**src/rtl/ikaopll_slot_timinggen.sv**
```systemverilog
// Slot timing generator for the IKAOPLL core.
// Divides the phiM enable stream into the phi1 edge enables and the DAC
// enable, runs the per-slot cycle counter over 2*NUM_CHANNELS slots, builds
// the synchronised/extended master reset and decodes the per-slot rhythm and
// output-sample strobes.
module ikaopll_slot_timinggen #(
  parameter int PRESCALE_DIV = 4,
  parameter int NUM_CHANNELS = 9,
  parameter int CYCLE_W      = 5,
  parameter int RHYTHM_CH    = 6,
  parameter int FAST_RESET   = 0
) (
  input  logic               i_EMUCLK,
  input  logic               i_IC_n,
  input  logic               i_phiM_PCEN_n,
  input  logic               i_RHYTHM_EN,
  output logic               o_MRST_n,
  output logic               o_phi1_PCEN_n,
  output logic               o_phi1_NCEN_n,
  output logic               o_DAC_EN,
  output logic [CYCLE_W-1:0] o_CYCLE,
  output logic               o_CYCLE_00,
  output logic               o_HALF_SUBCYCLE,
  output logic               o_RHYTHM_SLOT,
  output logic               o_MO_SAMPLE,
  output logic               o_RO_SAMPLE
);

  localparam int PRE_W = (PRESCALE_DIV > 2) ? $clog2(PRESCALE_DIV) : 1;

  localparam logic [PRE_W-1:0]   PRE_LAST = PRE_W'(PRESCALE_DIV - 1);
  localparam logic [PRE_W-1:0]   PRE_NEG  = PRE_W'(PRESCALE_DIV / 2 - 1);
  localparam logic [CYCLE_W-1:0] CYC_LAST = CYCLE_W'(2 * NUM_CHANNELS - 1);
  localparam logic [CYCLE_W-1:0] NUM_CH_C = CYCLE_W'(NUM_CHANNELS);
  localparam logic [CYCLE_W-1:0] RHY_C    = CYCLE_W'(RHYTHM_CH);
  localparam logic [CYCLE_W-1:0] RHY_C1   = CYCLE_W'(RHYTHM_CH + 1);

  logic               ph;
  logic [PRE_W-1:0]   pre_q, pre_d;
  logic [CYCLE_W-1:0] cyc_q, cyc_d;
  logic [1:0]         sync_q, sync_d;
  logic               phi1_pos;
  logic               phi1_neg;
  logic               wrap_edge;
  logic               half;
  logic [CYCLE_W-1:0] ch;
  logic               ro_sample;

  assign ph = ~i_phiM_PCEN_n;

  // Enable decodes: all gated by ph so a stalled phiM stream emits nothing.
  always_comb begin
    phi1_pos  = ph && (pre_q == PRE_LAST);
    phi1_neg  = ph && (pre_q == PRE_NEG);
    o_DAC_EN  = ph && (pre_q == '0);
    wrap_edge = phi1_pos && (cyc_q == CYC_LAST);
  end

  assign o_phi1_PCEN_n = ~phi1_pos;
  assign o_phi1_NCEN_n = ~phi1_neg;

  // Next-state for prescaler, slot counter and reset synchroniser.
  always_comb begin
    pre_d  = pre_q;
    cyc_d  = cyc_q;
    sync_d = sync_q;
    if (ph) begin
      pre_d  = (pre_q == PRE_LAST) ? '0 : pre_q + 1'b1;
      sync_d = {sync_q[0], 1'b1};
    end
    if (phi1_pos) begin
      cyc_d = (cyc_q == CYC_LAST) ? '0 : cyc_q + 1'b1;
    end
  end

  // State registers; the slot counter keeps running while MRST is held.
  always_ff @(posedge i_EMUCLK or negedge i_IC_n) begin
    if (!i_IC_n) begin
      pre_q  <= '0;
      cyc_q  <= '0;
      sync_q <= '0;
    end else begin
      pre_q  <= pre_d;
      cyc_q  <= cyc_d;
      sync_q <= sync_d;
    end
  end

  generate
    if (FAST_RESET != 0) begin : g_fast_rst
      // Reset releases as soon as the two-flop synchroniser fills.
      assign o_MRST_n = sync_q[1];
    end else begin : g_frame_rst
      logic [CYCLE_W-1:0] ext_q, ext_d;
      logic               mrst_q, mrst_d;

      // ext counts phi1 slots since reset release (saturating at the last
      // slot index); release happens on the wrap that closes a full frame.
      always_comb begin
        ext_d  = ext_q;
        mrst_d = mrst_q;
        if (phi1_pos && (ext_q != CYC_LAST)) begin
          ext_d = ext_q + 1'b1;
        end
        if (wrap_edge && sync_q[1] && (ext_q == CYC_LAST)) begin
          mrst_d = 1'b1;
        end
      end

      // Extension counter and extended reset flag.
      always_ff @(posedge i_EMUCLK or negedge i_IC_n) begin
        if (!i_IC_n) begin
          ext_q  <= '0;
          mrst_q <= 1'b0;
        end else begin
          ext_q  <= ext_d;
          mrst_q <= mrst_d;
        end
      end

      assign o_MRST_n = mrst_q;
    end
  endgenerate

  // Slot decode: modulators occupy the first half, carriers the second.
  always_comb begin
    half = (cyc_q >= NUM_CH_C);
    ch   = half ? (cyc_q - NUM_CH_C) : cyc_q;
    // The bass-drum modulator is not an output slot and not a rhythm slot;
    // every other operator of the rhythm channels is.
    ro_sample = i_RHYTHM_EN && (half ? (ch >= RHY_C) : (ch >= RHY_C1));
  end

  assign o_CYCLE         = cyc_q;
  assign o_CYCLE_00      = (cyc_q == '0);
  assign o_HALF_SUBCYCLE = half;
  assign o_RHYTHM_SLOT   = ro_sample;
  assign o_RO_SAMPLE     = ro_sample;
  assign o_MO_SAMPLE     = half && !ro_sample;

endmodule

```
**config.mk**
```make
export PLATFORM = sky130hd
export DESIGN_NAME = ikaopll_slot_timinggen
export DESIGN_NICKNAME = d
export VERILOG_FILES = /design/src/rtl/ikaopll_slot_timinggen.sv
export SDC_FILE = /design/constraint.sdc
export NUM_CORES = 1
export LEC_CHECK = 0
export ABC_CLOCK_PERIOD_IN_PS = 2700
export CAP_MARGIN = 20
export CORE_MARGIN = 1.5
export CORE_UTILIZATION = 45
export CTS_CLUSTER_DIAMETER = 120
export DETAILED_ROUTE_END_ITERATION = 16
export GPL_TIMING_DRIVEN = 0
export PLACE_DENSITY = 0.8
export SYNTH_ARGS = -nofsm -noshare
export SYNTH_HDL_FRONTEND = slang
export SYNTH_SLANG_ARGS = --single-unit
export TNS_END_PERCENT = 5
```
**constraint.sdc**
```tcl
create_clock -name i_EMUCLK -period 2.7 [get_ports i_EMUCLK]
set_clock_uncertainty 0.2 [all_clocks]
set_input_delay 0.54 -clock i_EMUCLK [delete_from_list [all_inputs] [get_ports i_EMUCLK]]
set_output_delay 0.54 -clock i_EMUCLK [all_outputs]
set_load 0.01 [all_outputs]
```
---- Word-level counts from Yosys, hierarchy flattened ----
Index checks and enable logic that the tools add are counted.
word-level totals
  register bits ........................... 15
  output and inout port bits .............. 14
operators by class
  $add $sub $neg .......................... 4
  magnitude comparators ................... 3
  equality and inequality tests ........... 5
  muxes and demuxes ....................... 4
  bitwise gates (word level) .............. 3
  reductions and logical operators ........ 12
operator list
  kind                                                                                  count
  5-bit by 1-bit adder with 5-bit output (second input constant)                        2
  5-bit == test (second input constant)                                                 2
  5-bit by 3-bit greater-or-equal comparator with 1-bit output (second input constant)  2
  5-bit 2-to-1 mux                                                                      2
  1-bit logical AND                                                                     9
  5-bit by 4-bit greater-or-equal comparator with 1-bit output (second input constant)  1
  5-bit logical NOT                                                                     1
  5-bit inequality test (second input constant)                                         1
  5-bit by 4-bit subtractor with 5-bit output (second input constant)                   1
  1-bit NOT                                                                             3
  2-bit by 1-bit adder with 2-bit output (second input constant)                        1
  2-bit by 1-bit == test with 1-bit output (second input constant)                      1
  2-bit == test (second input constant)                                                 1
  2-bit logical NOT                                                                     1
  2-bit 2-to-1 mux                                                                      1
  1-bit logical NOT                                                                     1
  1-bit 2-to-1 mux                                                                      1

---- Longest topological paths before layout ----
Gate-level depths: netlist (run 1).
  depth after elaboration ................. 7
  depth in mapped cells ................... 7
  mapped depth without buffers ............ 6

---- Worst setup path after synthesis (run 1) ----
No wires, ideal clock.
  kind .................................... register to output
  start ................................... reg cyc_q[0], in the netlist o_CYCLE[0]
  end ..................................... out o_RO_SAMPLE
  arrival time ............................ 1.892 ns
  data required time ...................... 1.960 ns
  slack ................................... 0.068 ns
  stages on the path, launching flop included .. 8
  cells stage by stage .................... dfrtp_1 -> inv_1 -> ha_1 -> o2bb2ai_1 -> and2_4 -> o41a_1 -> o21a_1 -> buf_4
between the ends
  cells in the longest elaborated chain, start to end .. 5
RTL lines
  what                                                                                                                                RTL line  RTL
  start, declared                                                                                                                     40        logic [CYCLE_W-1:0] cyc_q, cyc_d;
  start signal, assigned                                                                                                              84        cyc_q <= cyc_d;
  5-bit by 4-bit subtractor with 5-bit output / 5-bit by 4-bit greater-or-equal comparator with 1-bit output (equally long branches)  128, 127
  5-bit 2-to-1 mux                                                                                                                    128       ch = half ? (cyc_q - NUM_CH_C) : cyc_q;
  5-bit by 3-bit greater-or-equal comparator with 1-bit output                                                                        131       ro_sample = i_RHYTHM_EN && (half ? (ch >= RHY_C) : (ch >= RHY_C1));
  1-bit 2-to-1 mux *                                                                                                                  131
  1-bit logical AND *                                                                                                                 131
  end, declared                                                                                                                       26        output logic o_RO_SAMPLE
Every way passes the cells marked *; elsewhere a longest branch is shown, timed or not.

---- Final worst setup path (run 1) ----
Same ends and word-level chain as after synthesis.

==> flow_metrics.py, run 1 <==
metrics = {
    "drt": {
        "via_count": 792,
        "dr.pass1.iters": 2,
        "drt-vias-per-instance": 5.35,
        "drtIter0Drc": 5,
        "ant_nets": 0,
        "wire_per_inst_um": 14.0,
        "drc_errors": 0,
        "routed_wl_mm": 2.07,
    },
    "critical_path": {
        "path_class": "flip-flop to primary output",
        "slowest_delay_ns": 0.44,
        "worstPathRequired_ns": 1.96,
        "crit_chain": "buf_6, inv_8, ha_4, inv_2, and3_4, o41a_1, o21a_1, buf_4, buf_6",
        "cp-start-kind": "flip-flop",
        "r2r_start": "pre_q[0]",
        "end_kind": "primary output",
        "worst-path-max-fanout": 3,
        "critPathCapture": "o_RO_SAMPLE",
        "r2r_cells": 6,
        "crit_start": "o_CYCLE[0]",
        "slowest_stage": "dfrtp_2",
        "arrival_ns": 2.07,
        "rrSetupSlack_ns": 1.01,
        "cp_common_cell": "buf_6",
        "r2r-end": "o_MRST_n",
    },
    "yosys": {
        "syn_nets": 105,
        "synthArstFlopShare_pct": 100,
        "synth_xor_area_share_pct": 5.53,
        "syn_area_per_cell_um2": 10.3,
        "synth_top_family_by_area": "simple AND/OR/NAND/NOR gates",
        "yosysSeqAreaShare_pct": 39.5,
        "synth-edff-count": 0,
        "synth_seq_cells": 15,
        "synth_compound_gate_area_share_pct": 11.4,
        "syn_area_um2": 951,
        "synthFlopType": "dfrtp_1",
        "syn_inst": 92,
        "yosys.area_share.simple_pct": 19.7,
        "synthMuxAreaShare_pct": 4.61,
        "synth_cell_types": 35,
        "yosys_warnings": 0,
        "synth_adder_area_share_pct": 11.8,
    },
    "finish": {
        "fillers": 157,
        "drive_gt1_share_pct": 33.1,
        "fin_cells": 148,
        "area_growth_pct": 39.7,
        "finalNetCount": 135,
        "final_core_util_pct": 67.0,
        "antenna_cells": 0,
    },
    "timing": {
        "timing.slew.headroom_pct": 55.9,
        "rsz0062_at_grt": "true",
        "setup_viol": 3,
        "hold_viol": 0,
        "min_period_ns": 2.81,
        "setup_slack_ns": -0.106,
        "fmax_ghz": 0.356,
        "drv_slew": 0,
        "tightest_slew_ns": 0.659,
        "finalCritPeriodShare_pct": 104,
    },
    "cts": {
        "path_clk_slew_ns": 0.09,
        "cts_root_buffer": "clkbuf_4",
        "cts-buffers-inserted": 3,
        "worstSkewPairLatency_ns": 0.28,
        "clockBufferDepth": 2,
        "cts.sinks": 15,
        "tritoncts": "done",
        "ctsHtreeMaxLevel": 1,
        "hold_buffers": 0,
    },
    "floorplan": {
        "fp.dieW_um": 49.0,
        "rows": 16,
        "design.core.area_mm2": 0.00198,
        "start_util_pct": 48.0,
        "die-area_mm2": 0.00240,
        "ios": 18,
        "die_h_um": 49.0,
    },
    "run_status": {
        "status": "complete, but fails checks",
        "violations": "negative setup slack",
    },
    "pwr": {
        "power.switching_mw": 0.547,
        "power.leakage_nw": 0.572,
        "seqPwrFrac_pct": 29.1,
        "sw_frac_of_total_pct": 40.7,
        "p_int_mw": 0.796,
        "p_clk_share_pct": 9.4,
        "power_density_mw_per_mm2": 1010,
        "irDropWorstVdd_mv": 0.514,
        "p_comb_share_pct": 61.4,
    },
    "flow_run": {
        "maxCapViolCount": 0,
    },
    "placed_design": {
        "gp_congestion": 0.819,
        "hpwl_mm": 1.37,
        "portBuffers": 17,
        "dp_cells": 136,
    },
    "global_routing": {
        "grt_pass1_vias": 825,
        "grt_first_pass_wirelength_mm": 3.55,
        "antenna_found_initial": 0,
        "grt_max_degree": 16,
        "grt.overflow.total": 0,
        "grt_usage_pct": 19.2,
    },
    "hold_path": {
        "min_path_type": "flip-flop to flip-flop",
    },
}
[synthesized netlist by cell type (2+ instances only)]
cell type | number | area share [%]
dfrtp_1 | 15 | 39
ha_1 | 9 | 12
inv_1 | 7 | 2.8
nand2_1 | 7 | 2.8
buf_4 | 5 | 3.9
a21oi_1 | 4 | 2.1
xnor2_1 | 4 | 3.7
mux2_2 | 3 | 3.6
nand2b_1 | 3 | 2.0
nand4_1 | 3 | 2.0
nor2_1 | 3 | 1.2
nor3_1 | 3 | 1.6
nor2b_1 | 2 | 1.3
o21ai_1 | 2 | 1.1
xor2_1 | 2 | 1.8
[worst max-delay path, delay by kind of cell (launching register included)]
| kind | cells | cell delay [ns] |
|---|---|---|
| simple gates | 1 | 0.17 |
| fa+ha+maj | 1 | 0.13 |
| buf+inv | 5 | 0.45 |
| flops | 1 | 0.44 |
| compound gates | 2 | 0.60 |
[state kept, by name (all words and copies together) (netlist names)]
name and count:
o_CYCLE 5, pre_q 2, o_MRST_n 1, sync_q 2
g_frame_rst.ext_q 5
[power groups by stage]
stage / Combinational (mW) / Sequential, mW / Clock, mW
floorplan: 0.380 / 0.395 / 0
global route: 0.903 / 0.403 / 0.140
detailed placement: 0.616 / 0.403 / 0
finish: 0.826 / 0.392 / 0.126
global placement: 0.586 / 0.398 / 0
CTS: 0.728 / 0.386 / 0.130
[layout by cell type (no fill, tap or decap), drive strengths merged]
| cell type | count |
|---|---|
| and2 | 1 |
| nor3 | 3 |
| dlygate4sd2 | 1 |
| a31oi | 1 |
| clkbuf | 4 |
| dlymetal6s2s | 2 |
| inv | 8 |
| dfrtp | 15 |
| a211oi | 1 |
| a21o | 1 |
| nand2 | 7 |
| and3 | 1 |
| or4 | 1 |
| mux2 | 3 |
| buf | 16 |
| a21oi | 4 |
| o41ai | 1 |
| nor2b | 2 |
| xor2 | 2 |
| xnor2 | 4 |
| ha | 9 |
| mux2i | 1 |
| nand3 | 1 |
| clkdlybuf4s50 | 11 |
| nor4 | 1 |
| o21ai | 2 |
| nor4b | 1 |
| nand2b | 3 |
| nor2 | 4 |
| o21a | 1 |
| nand4 | 3 |
| o22ai | 1 |
| a31o | 1 |
| o41a | 1 |
| nor4bb | 1 |
| nand3b | 1 |
| o2bb2ai | 1 |
[worst min-delay path by stage]
stage	from	end	slack, ns	depth (start not counted)
after floorplan	i_IC_n	g_frame_rst.ext_q[0]	0.04	0
after global placement	sync_q[0]	sync_q[0]	0.25	1
after detailed placement	sync_q[0]	sync_q[0]	0.25	1
after CTS	g_frame_rst.ext_q[4]	g_frame_rst.ext_q[4]	0.27	1
after global routing	g_frame_rst.ext_q[4]	g_frame_rst.ext_q[4]	0.28	1
final	g_frame_rst.ext_q[4]	g_frame_rst.ext_q[4]	0.27	1
[metal layers]
layer	global-route usage (%)	wire length, um	up-vias
li1	-	-	379
met1	22.3	840	383
met2	33.6	1100	24
met3	2.76	75	6
met4	11.0	51	0
met5	0	0	-
[metrics by stage]
stage / worst slack (ns) / hold slack, ns / power [mW] / TNS [ns] / instance area, um2
floorplan: 0.0679 / 0.0444 / 0.774 / 0 / 951
detailed placement: -0.451 / 0.253 / 1.02 / -1.32 / 1150
global route: -0.171 / 0.283 / 1.45 / -0.379 / 1330
global placement: -0.433 / 0.247 / 0.984 / -1.22 / 1150
finish: -0.106 / 0.273 / 1.34 / -0.180 / 1330
CTS: -0.0526 / 0.275 / 1.24 / -0.0938 / 1260
[timing repair]
| action | CTS | global route |
|---|---|---|
| setup buffers | 6 | 2 |
| endpoints found under the setup margin | 5 | 6 |
| resized for setup | 25 | 13 |
| pin swaps | 2 | 4 |
[final cells by class]
cell class	count	area (um2)	share of cell area [%]
buffer	5	37.5	2.82
clock buffer	4	26.3	1.98
inverter	8	42.5	3.20
sequential	15	379	28.5
tap	27	33.8	2.54
multi-input combinational	64	573	43.1
timing repair buffer	25	236	17.8
[cells by family after synthesis]
family	count (synthesis)
AO/OA/AOI/OAI	15
XOR/XNOR	6
adder cells (fa/ha/maj)	9
buffers and inverters	13
flip-flops	15
multiplexers	4
AND/OR/NAND/NOR	30
No activity file was read; power rests on OpenSTA's default activity.
==> inputs of run 2 (changes only) <==
--- a/config.mk
+++ b/config.mk
@@ -7,12 +7,13 @@
 export LEC_CHECK = 0
 export ABC_CLOCK_PERIOD_IN_PS = 2700
 export CAP_MARGIN = 20
+export CORE_ASPECT_RATIO = 0.8
 export CORE_MARGIN = 1.5
-export CORE_UTILIZATION = 45
+export CORE_UTILIZATION = 50
 export CTS_CLUSTER_DIAMETER = 120
 export DETAILED_ROUTE_END_ITERATION = 16
 export GPL_TIMING_DRIVEN = 0
-export PLACE_DENSITY = 0.8
+export PLACE_DENSITY = 0.86
 export SYNTH_ARGS = -nofsm -noshare
 export SYNTH_HDL_FRONTEND = slang
 export SYNTH_SLANG_ARGS = --single-unit
==> flow_metrics.py, run 2 (synthesis results as in run 1) <==
metrics = {
    "global_routing": {
        "antenna_found_initial": 0,
        "grt_usage_pct": 21.4,
        "grt_max_degree": 16,
        "grt_first_pass_wirelength_mm": 3.38,
        "grt_pass1_vias": 775,
        "grt.overflow.total": 0,
    },
    "run_status": {
        "violations": "negative setup slack",
        "status": "complete, but fails checks",
    },
    "drt": {
        "dr.pass1.iters": 4,
        "drtIter0Drc": 20,
        "routed_wl_mm": 2.23,
        "wl_met2_mm": 1.12,
        "wire_per_inst_um": 15.6,
        "drt-vias-per-instance": 5.60,
        "route.met3.wl_um": 90,
        "via_count": 801,
        "met1Wirelength_um": 997,
        "drc_errors": 0,
        "highest_layer": "met4",
        "ant_nets": 0,
    },
    "hold_path": {
        "min_path_type": "flip-flop to flip-flop",
        "holdCritStartpoint": "sync_q[0]",
    },
    "placed_design": {
        "gp_congestion": 0.803,
        "hpwl_mm": 1.41,
        "dp_slack_ns": -0.456,
        "dpl-instance-area_mm2": 0.00115,
        "portBuffers": 17,
    },
    "cts": {
        "cts-buffers-inserted": 3,
        "cts_root_buffer": "clkbuf_4",
        "clockBufferDepth": 2,
        "cts.sinks": 15,
        "ctsHtreeMaxLevel": 1,
        "worstSkewPairLatency_ns": 0.29,
        "hold_buffers": 0,
        "tritoncts": "done",
        "path_clk_slew_ns": 0.09,
    },
    "finish": {
        "antenna_cells": 0,
        "fillers": 119,
        "final_core_util_pct": 76.6,
        "drive_gt1_share_pct": 32.2,
        "final_cell_mix": "dfrtp_1 (12), clkdlybuf4s50_1 (12), buf_4 (11)",
        "final_area_mm2": 0.00131,
        "area_growth_pct": 37.6,
        "finalNetCount": 135,
    },
    "pwr": {
        "power.leakage_nw": 0.555,
        "fin_total_pwr_mw": 1.37,
        "power_density_mw_per_mm2": 1040,
        "irDropWorstVdd_mv": 0.629,
    },
    "timing": {
        "min_period_ns": 2.84,
        "setup_slack_ns": -0.141,
        "setup_viol": 3,
        "fmax_ghz": 0.352,
        "hold_viol": 0,
        "timing.slew.headroom_pct": 53.8,
        "rsz0062_at_grt": "true",
        "finalCritPeriodShare_pct": 105,
        "tightest_slew_ns": 0.691,
        "drv_slew": 0,
    },
    "flow_run": {
        "maxCapViolCount": 0,
    },
    "floorplan": {
        "fp.dieW_um": 51.8,
        "ios": 18,
        "design.core.area_mm2": 0.00171,
        "start_util_pct": 55.7,
        "die-area_mm2": 0.00217,
        "rows": 13,
        "die_h_um": 42.0,
    },
    "critical_path": {
        "crit_start": "o_CYCLE[0]",
        "end_kind": "primary output",
        "worstPathRequired_ns": 1.96,
        "r2r_start": "pre_q[0]",
        "arrival_ns": 2.10,
        "cp-start-kind": "flip-flop",
        "path_class": "flip-flop to primary output",
        "worst-path-max-fanout": 7,
    },
}
[run 2: through the flow]
| stage | instances | TNS (ns) | hold slack, ns |
|---|---|---|---|
| 5_1_grt | 143 | -0.384 | 0.296 |
| 4_1_cts | 139 | -0.207 | 0.283 |
| 3_3_place_gp | 131 | -1.14 | 0.248 |
| 6_report | 143 | -0.227 | 0.277 |
| 2_1_floorplan | 92 | 0 | 0.0444 |
| 3_5_place_dp | 131 | -1.33 | 0.263 |
[run 2: worst max-delay path, cell delays in order, from the launching register on]
cell	delay [ns]
dfrtp_2	0.45
buf_8	0.15
ha_4	0.16
o41ai_4	0.35
nand2b_1	0.14
o41a_1	0.13
o21a_1	0.19
buf_4	0.13
buf_6	0.11
[run 2: where the power goes]
group	internal [mW]	total (mW)	switching, mW	leakage (nW)
combinational	0.432	0.834	0.402	0.362
sequential	0.307	0.397	0.0902	0.179
clock	0.0564	0.134	0.0780	0.0139
[run 2: final timing paths]
| check | endpoint | slack [ns] | cells past startpoint |
|---|---|---|---|
| worst max-delay path | o_RO_SAMPLE | -0.14 | 8 |
| worst min-delay path | sync_q[0] | 0.28 | 1 |
| worst max register to register | o_MRST_n | 1.00 | 6 |
| worst min register to register | sync_q[0] | 0.28 | 1 |
| max in group asynchronous | o_CYCLE[0] | 1.36 | 1 |
| min in group asynchronous | sync_q[1] | 0.46 | 1 |
[run 2: area by class of cell]
type	count	area [um2]	share of cell area (%)
clock buffers	3	22.5	1.72
plain buffers	5	37.5	2.87
well taps	22	27.5	2.10
multi-input cells	64	567	43.3
repair buffers	25	230	17.6
flip-flops and latches	15	379	29.0
clock inverters	1	7.51	0.574
inverters	8	37.5	2.87
[run 2: timing repair]
action | CTS | global route
hold endpoints to repair | 0 | 0
gates resized for setup | 22 | 10
pin swaps | 3 | 2
setup buffers | 4 | 4
endpoints found under the setup margin | 5 | 4
[run 2: metal layers]
layer,GRT usage (%),up-vias
li1,-,379
met1,26.3,396
met2,35.6,24
met3,5.36,2
met4,8.42,0
met5,0,-
